**src/rtl/mult_div_unit.sv**
```systemverilog
// Iterative MIPS multiply/divide unit holding the HI/LO pair.
// Shift-add multiply and restoring divide run on magnitudes; the sign is fixed up in one extra cycle.
module mult_div_unit #(
    parameter int WIDTH = 32
) (
    input  logic             clk,
    input  logic             rst_n,
    input  logic             Start,
    input  logic [1:0]       Op,
    input  logic [WIDTH-1:0] A,
    input  logic [WIDTH-1:0] B,
    input  logic             HiWrite,
    input  logic             LoWrite,
    output logic [WIDTH-1:0] Hi,
    output logic [WIDTH-1:0] Lo,
    output logic             Busy,
    output logic             Done
);
    localparam int ITER = WIDTH;
    localparam int CW   = $clog2(ITER);
    localparam logic [CW-1:0] LAST = CW'(ITER - 1);

    typedef enum logic [1:0] {S_IDLE, S_RUN, S_FIX} state_t;

    state_t             r_state, w_next;
    logic               w_busy, w_fix, w_start, w_mt;
    logic [CW-1:0]      r_cnt;
    logic               r_div, r_neg, r_sa;
    logic [WIDTH-1:0]   r_b, r_rem, r_hi, r_lo;
    logic [2*WIDTH-1:0] r_acc;
    logic               r_done;

    // FSM: state register
    always_ff @(posedge clk or negedge rst_n) begin
        if (!rst_n) r_state <= S_IDLE;
        else        r_state <= w_next;
    end

    // FSM: next state
    always_comb begin
        w_next = r_state;
        case (r_state)
            S_IDLE:  if (Start) w_next = S_RUN;
            S_RUN:   if (r_cnt == LAST) w_next = S_FIX;
            S_FIX:   w_next = S_IDLE;
            default: w_next = S_IDLE;
        endcase
    end

    // FSM: outputs
    always_comb begin
        w_busy  = (r_state != S_IDLE);
        w_fix   = (r_state == S_FIX);
        w_start = (r_state == S_IDLE) && Start;
        w_mt    = (r_state == S_IDLE) && !Start;
    end

    // Operand magnitudes; unsigned ops (Op[0]=1) pass through raw
    logic             w_sa, w_sb;
    logic [WIDTH-1:0] w_abs_a, w_abs_b;
    always_comb begin
        w_sa    = ~Op[0] & A[WIDTH-1];
        w_sb    = ~Op[0] & B[WIDTH-1];
        w_abs_a = w_sa ? -A : A;
        w_abs_b = w_sb ? -B : B;
    end

    // One iteration of each algorithm
    logic [WIDTH:0]     w_addend, w_madd, w_rsh, w_diff;
    logic [2*WIDTH-1:0] w_mul_nxt;
    logic [WIDTH-1:0]   w_q_nxt, w_rem_nxt;
    always_comb begin
        w_addend  = r_acc[0] ? {1'b0, r_b} : {(WIDTH+1){1'b0}};
        w_madd    = {1'b0, r_acc[2*WIDTH-1:WIDTH]} + w_addend;
        w_mul_nxt = {w_madd, r_acc[WIDTH-1:1]};
        w_rsh     = {r_rem, r_acc[WIDTH-1]};
        w_diff    = w_rsh - {1'b0, r_b};
        w_q_nxt   = {r_acc[WIDTH-2:0], ~w_diff[WIDTH]};
        // Partial remainder stays below the divisor, so WIDTH bits suffice after the compare
        w_rem_nxt = w_diff[WIDTH] ? w_rsh[WIDTH-1:0] : w_diff[WIDTH-1:0];
    end

    // Sign correction; divide-by-zero forces an all-ones quotient, remainder already equals A
    logic [2*WIDTH-1:0] w_prod;
    logic [WIDTH-1:0]   w_quo, w_rem;
    always_comb begin
        w_prod = r_neg ? -r_acc : r_acc;
        w_quo  = (r_b == '0) ? {WIDTH{1'b1}}
               : (r_neg ? -r_acc[WIDTH-1:0] : r_acc[WIDTH-1:0]);
        w_rem  = r_sa ? -r_rem : r_rem;
    end

    always_ff @(posedge clk or negedge rst_n) begin
        if (!rst_n) begin
            r_cnt <= '0;
            r_div <= 1'b0;
            r_neg <= 1'b0;
            r_sa  <= 1'b0;
            r_b   <= '0;
            r_rem <= '0;
            r_acc <= '0;
        end else if (w_start) begin
            r_cnt <= '0;
            r_div <= Op[1];
            r_neg <= w_sa ^ w_sb;
            r_sa  <= w_sa;
            r_b   <= w_abs_b;
            r_rem <= '0;
            r_acc <= {{WIDTH{1'b0}}, w_abs_a};
        end else if (r_state == S_RUN) begin
            r_cnt <= r_cnt + 1'b1;
            if (r_div) begin
                r_acc[WIDTH-1:0] <= w_q_nxt;
                r_rem            <= w_rem_nxt;
            end else begin
                r_acc <= w_mul_nxt;
            end
        end
    end

    always_ff @(posedge clk or negedge rst_n) begin
        if (!rst_n) begin
            r_hi   <= '0;
            r_lo   <= '0;
            r_done <= 1'b0;
        end else begin
            r_done <= w_fix;
            if (w_fix) begin
                if (r_div) begin
                    r_hi <= w_rem;
                    r_lo <= w_quo;
                end else begin
                    r_hi <= w_prod[2*WIDTH-1:WIDTH];
                    r_lo <= w_prod[WIDTH-1:0];
                end
            end else if (w_mt) begin
                if (HiWrite) r_hi <= A;
                if (LoWrite) r_lo <= A;
            end
        end
    end

    assign Hi   = r_hi;
    assign Lo   = r_lo;
    assign Busy = w_busy;
    assign Done = r_done;

endmodule

```
**config.mk**
```make
export PLATFORM = sky130hd
export DESIGN_NAME = mult_div_unit
export DESIGN_NICKNAME = d
export VERILOG_FILES = /design/src/rtl/mult_div_unit.sv
export SDC_FILE = /design/constraint.sdc
export NUM_CORES = 1
export LEC_CHECK = 0
export ABC_AREA = 1
export CAP_MARGIN = 20
export CORE_MARGIN = 1
export CORE_UTILIZATION = 42
export CTS_CLUSTER_DIAMETER = 80
export DETAILED_ROUTE_END_ITERATION = 8
export SLEW_MARGIN = 20
export SYNTH_ARGS = -nofsm -noshare
export SYNTH_HDL_FRONTEND = slang
export SYNTH_SLANG_ARGS = --single-unit
```
**constraint.sdc**
```tcl
create_clock -name clk -period 7.6 [get_ports clk]
set_input_delay 0.76 -clock clk [delete_from_list [all_inputs] [get_ports clk]]
set_output_delay 0.76 -clock clk [all_outputs]
set_load 0.05 [all_outputs]
```
==> summary.txt <==
Status
  – Outcome: finished, final reports clean

Pwr
  – Internal Pwr Total: roughly 5000 uW
  – Leakage power summed over all cells: ~0.011 uW
  – Clk pwr share: approximately 12%
  – P_sw: 6760 uW
  – Combinational group share of total power: 67.1%
  – Switching power as a share of total power: between 50% and 60%
  – Power Density: 532 nW/um2
  – Sequential fraction of design power: between 20% and 30%
  – Maximum VDD drop: 0.000302 V

Placed design
  – Detailed Place HPWL: 65300 um
  – Cells after DPL: roughly 3800
  – RePlAce Congestion: 0.962
  – Number of buffers inserted by port buffering: around 140

Cells and area
  – ANT cells: 0
  – Number of cells in the finished layout apart from fillers: 3894
  – Nets@finish: approximately 3400
  – Share of cells above drive strength 1: between 5 and 6%
  – Layout overhead on the synthesized area: 14.6%

Synthesis
  – Number of nets produced by synthesis: ~3300
  – Register bit count reported by yosys: 203
  – Sequential fraction of the synthesis area: 26.6%
  – Distinct cell type count of the synthesized netlist: 58
  – Number of enable-type register cells in the synthesized netlist: 0
  – Fraction of synthesis flops using an asynchronous set or reset pin: 100%
  – Cell area after synthesis: ~19000 um2
  – Syn Area/Cell: ~6 um2
  – Gate count of the mapped netlist: ~3200
  – Post-synth top flop: dfrtp_1
  – Synthesis warning total: 0
  – Cell taking the most area after synthesis: dfrtp_1
  – Post-synth top area share: a little over a quarter
  – Most area-consuming cells after synthesis: dfrtp_1 (27%), nand2_1 (22%), inv_1 (7.9%)

Route
  – Vias after detailed routing: around 22000
  – Detail-routed via count per cell: between 5 and 6
  – Number of DRC markers in iteration 0: about 2100
  – Number of optimization iterations in the first detailed-route pass: 6
  – Number of nets still failing antenna checks after routing: 0
  – Average wire per standard cell: 21.2 um
  – Total Routed Length: ~82000 um
  – Number of design rule violations left after detail routing: 0

Timing
  – Final hold violation count: 0
  – RSZ-0062 raised after global routing: false
  – Peak clock frequency supported by timing: between 200 and 300 MHz
  – Post-layout minimum cycle time: 3340 ps
  – Slew HR: between 30 and 40%
  – Worst slew pin tran: slightly above 1000 ps
  – Final Max Slew Viols: 0
  – Final count of negative-setup-slack endpoints: 0
  – Fin Clk Skew: 15.8 ps
  – Share of the clock period used by the worst path: about 44%
  – Total negative slack: 0 ps

Worst setup path
  – Capturing point of the worst reg2reg path: r_acc[61]$_DFFE_PN0P_
  – Flop-to-flop setup slack: 4260 ps
  – Crit start category: flop
  – Data required, critical path: 8110 ps
  – Largest driver fanout on the critical path: 34
  – Category of the most critical setup path: reg2reg
  – Cell count of the worst reg-to-reg path: 14
  – Worst R2R Start: r_acc[0]$_DFFE_PN0P_
  – Critical path endpoint category: flop
  – Data arrival time of the critical path: slightly below 4000 ps

CTS
  – Depth of the CTS H-tree: 1
  – Total of hold buffers inserted after clock tree synthesis: 0
  – Clk_lat worst skew: slightly below 600 ps
  – Cell chosen for the clock root: clkbuf_16
  – Post-CTS setup-driven buffer insertion count: 0
  – Deepest clock path buffer count: 3
  – TritonCTS buffer count: 29
  – Number of clock sinks seen by CTS: roughly 200
  – Clock Pin Slew Worst Setup and Hold Paths: approximately 60 ps
  – TritonCTS clock tree: done
  – Post-cts repair resize count: 0

Die
  – Die Ht: between 200 and 250 um
  – Effective utilization at floorplan: 42.9%
  – Die outline area: ~46000 um2
  – Placeable core region: approximately 45000 um2
  – Die width: approximately 220 um
  – Number of standard-cell rows in the floorplan: 77
  – Top-level port count: 137

Global routing
  – Total routing resource utilization after global routing: around 35%
  – Vias in the first global route: approximately 21000
  – Wire length of the first global-routing pass: 126000 um
  – Number of antenna violations at the first check in global routing: 0
  – Layer with the highest usage after global routing: met2
  – Pin count of the biggest net entering global routing: 82
  – Met1 Use GR: a little under half
  – Met2 usage: 58.1%
  – Grt ovf: 0
  – Met3 demand-to-capacity share in global routing: between 4 and 5%

Job
  – Max-capacitance violation count: 0

Hold path
  – Hold Path Class: in2async
==> area by class of cell <==
type,count,area (um2)
fill,4759,22600
sequential,203,5080
tap,592,741
timing repair buffer,155,1530
clock inverter,12,173
inverter,413,1550
multi-input combinational,2479,12000
clock buffer,40,797
==> worst max-delay path by stage <==
| stage | to | from | slack (ps) |
|---|---|---|---|
| 4_1_cts | r_acc[61]$_DFFE_PN0P_ | r_acc[0]$_DFFE_PN0P_ | 4010 |
| 3_3_place_gp | r_rem[30]$_DFFE_PN0P_ | Start | 3790 |
| 5_1_grt | r_acc[49]$_DFFE_PN0P_ | r_acc[0]$_DFFE_PN0P_ | 3930 |
| 2_1_floorplan | r_acc[61]$_DFFE_PN0P_ | r_acc[0]$_DFFE_PN0P_ | 5060 |
| 6_report | r_acc[61]$_DFFE_PN0P_ | r_acc[0]$_DFFE_PN0P_ | 4260 |
| 3_5_place_dp | r_acc[37]$_DFFE_PN0P_ | Start | 3720 |
==> stage by stage <==
stage               cell area, um2  utilization, %  worst slack [ps]  hold WS [ps]  power, uW
finish                       21900            49.2              4260           189      11700
global route                 21900            49.2              3930           254      12600
CTS                          21900            49.1              4010           262      11500
detailed placement           20900            46.9              3720           502      10100
global placement             20900            46.9              3790           496      10000
floorplan                    19100               -              5060           464       7580
==> critical path, stage by stage (launching register included) <==
cell and delay [ps]:
dfrtp_2 760, nand2_1 110, inv_1 90, ha_1 220
inv_1 80, fa_1 360, inv_1 70, nand2_1 70
o21ai_2 260, a21boi_2 120, o21ai_0 610, nand2_1 170
nand3_1 110, nand2_1 50, o21ai_1 140
==> power by group through the flow <==
stage          combinational [uW]  sequential [uW]  clock (uW)
2_1_floorplan                4990             2590           0
3_3_place_gp                 7630             2390           0
3_5_place_dp                 7690             2390           0
4_1_cts                      7720             2380        1430
5_1_grt                      8630             2460        1480
6_report                     7820             2410        1420
==> registers in the layout, summed over array words and instances, names as in the netlist, 2 cells and up <==
register,count
r_acc,64
Hi,32
Lo,32
r_b,32
r_rem,32
r_cnt,5
r_state,2
==> cell usage after synthesis (32+ instances only) <==
| library cell | number |
|---|---|
| a21oi_1 | 120 |
| ha_1 | 70 |
| nor2_1 | 320 |
| nand3_1 | 244 |
| nand4_1 | 56 |
| inv_1 | 404 |
| nand2_2 | 33 |
| buf_2 | 32 |
| clkbuf_1 | 48 |
| nand2_1 | 1118 |
| o211ai_1 | 45 |
| o21ai_0 | 227 |
| dfrtp_1 | 203 |
==> cell usage in the layout (no fill, tap or decap), types with 25 or more instances in the layout <==
cell type	instances
inv_1	403
nand3_1	244
dfrtp_1	201
a22oi_1	25
clkdlybuf4s50_1	135
nand4_1	56
o21ai_0	227
nor2_1	314
nand2_2	35
o211ai_1	45
nand2_1	1116
clkbuf_16	29
a21oi_1	120
nor3_1	29
ha_1	70
==> metal layers <==
layer	routed length (um)	vias to the layer above	part of all wire [%]
met4	4010	0	4.9
met3	5310	141	6.4
met1	35500	10181	43
met5	0	-	0
li1	-	10476	-
met2	37600	841	46
==> kinds of logic after synthesis <==
kind of cell,share of synthesized area (%)
adder cells (fa/ha/maj),4.79
buffers and inverters,10.7
AO/OA/AOI/OAI,14.7
XOR/XNOR,1.83
flip-flops,26.6
AND/OR/NAND/NOR,41.4
Note: power is estimated with default switching activity, not from simulation.
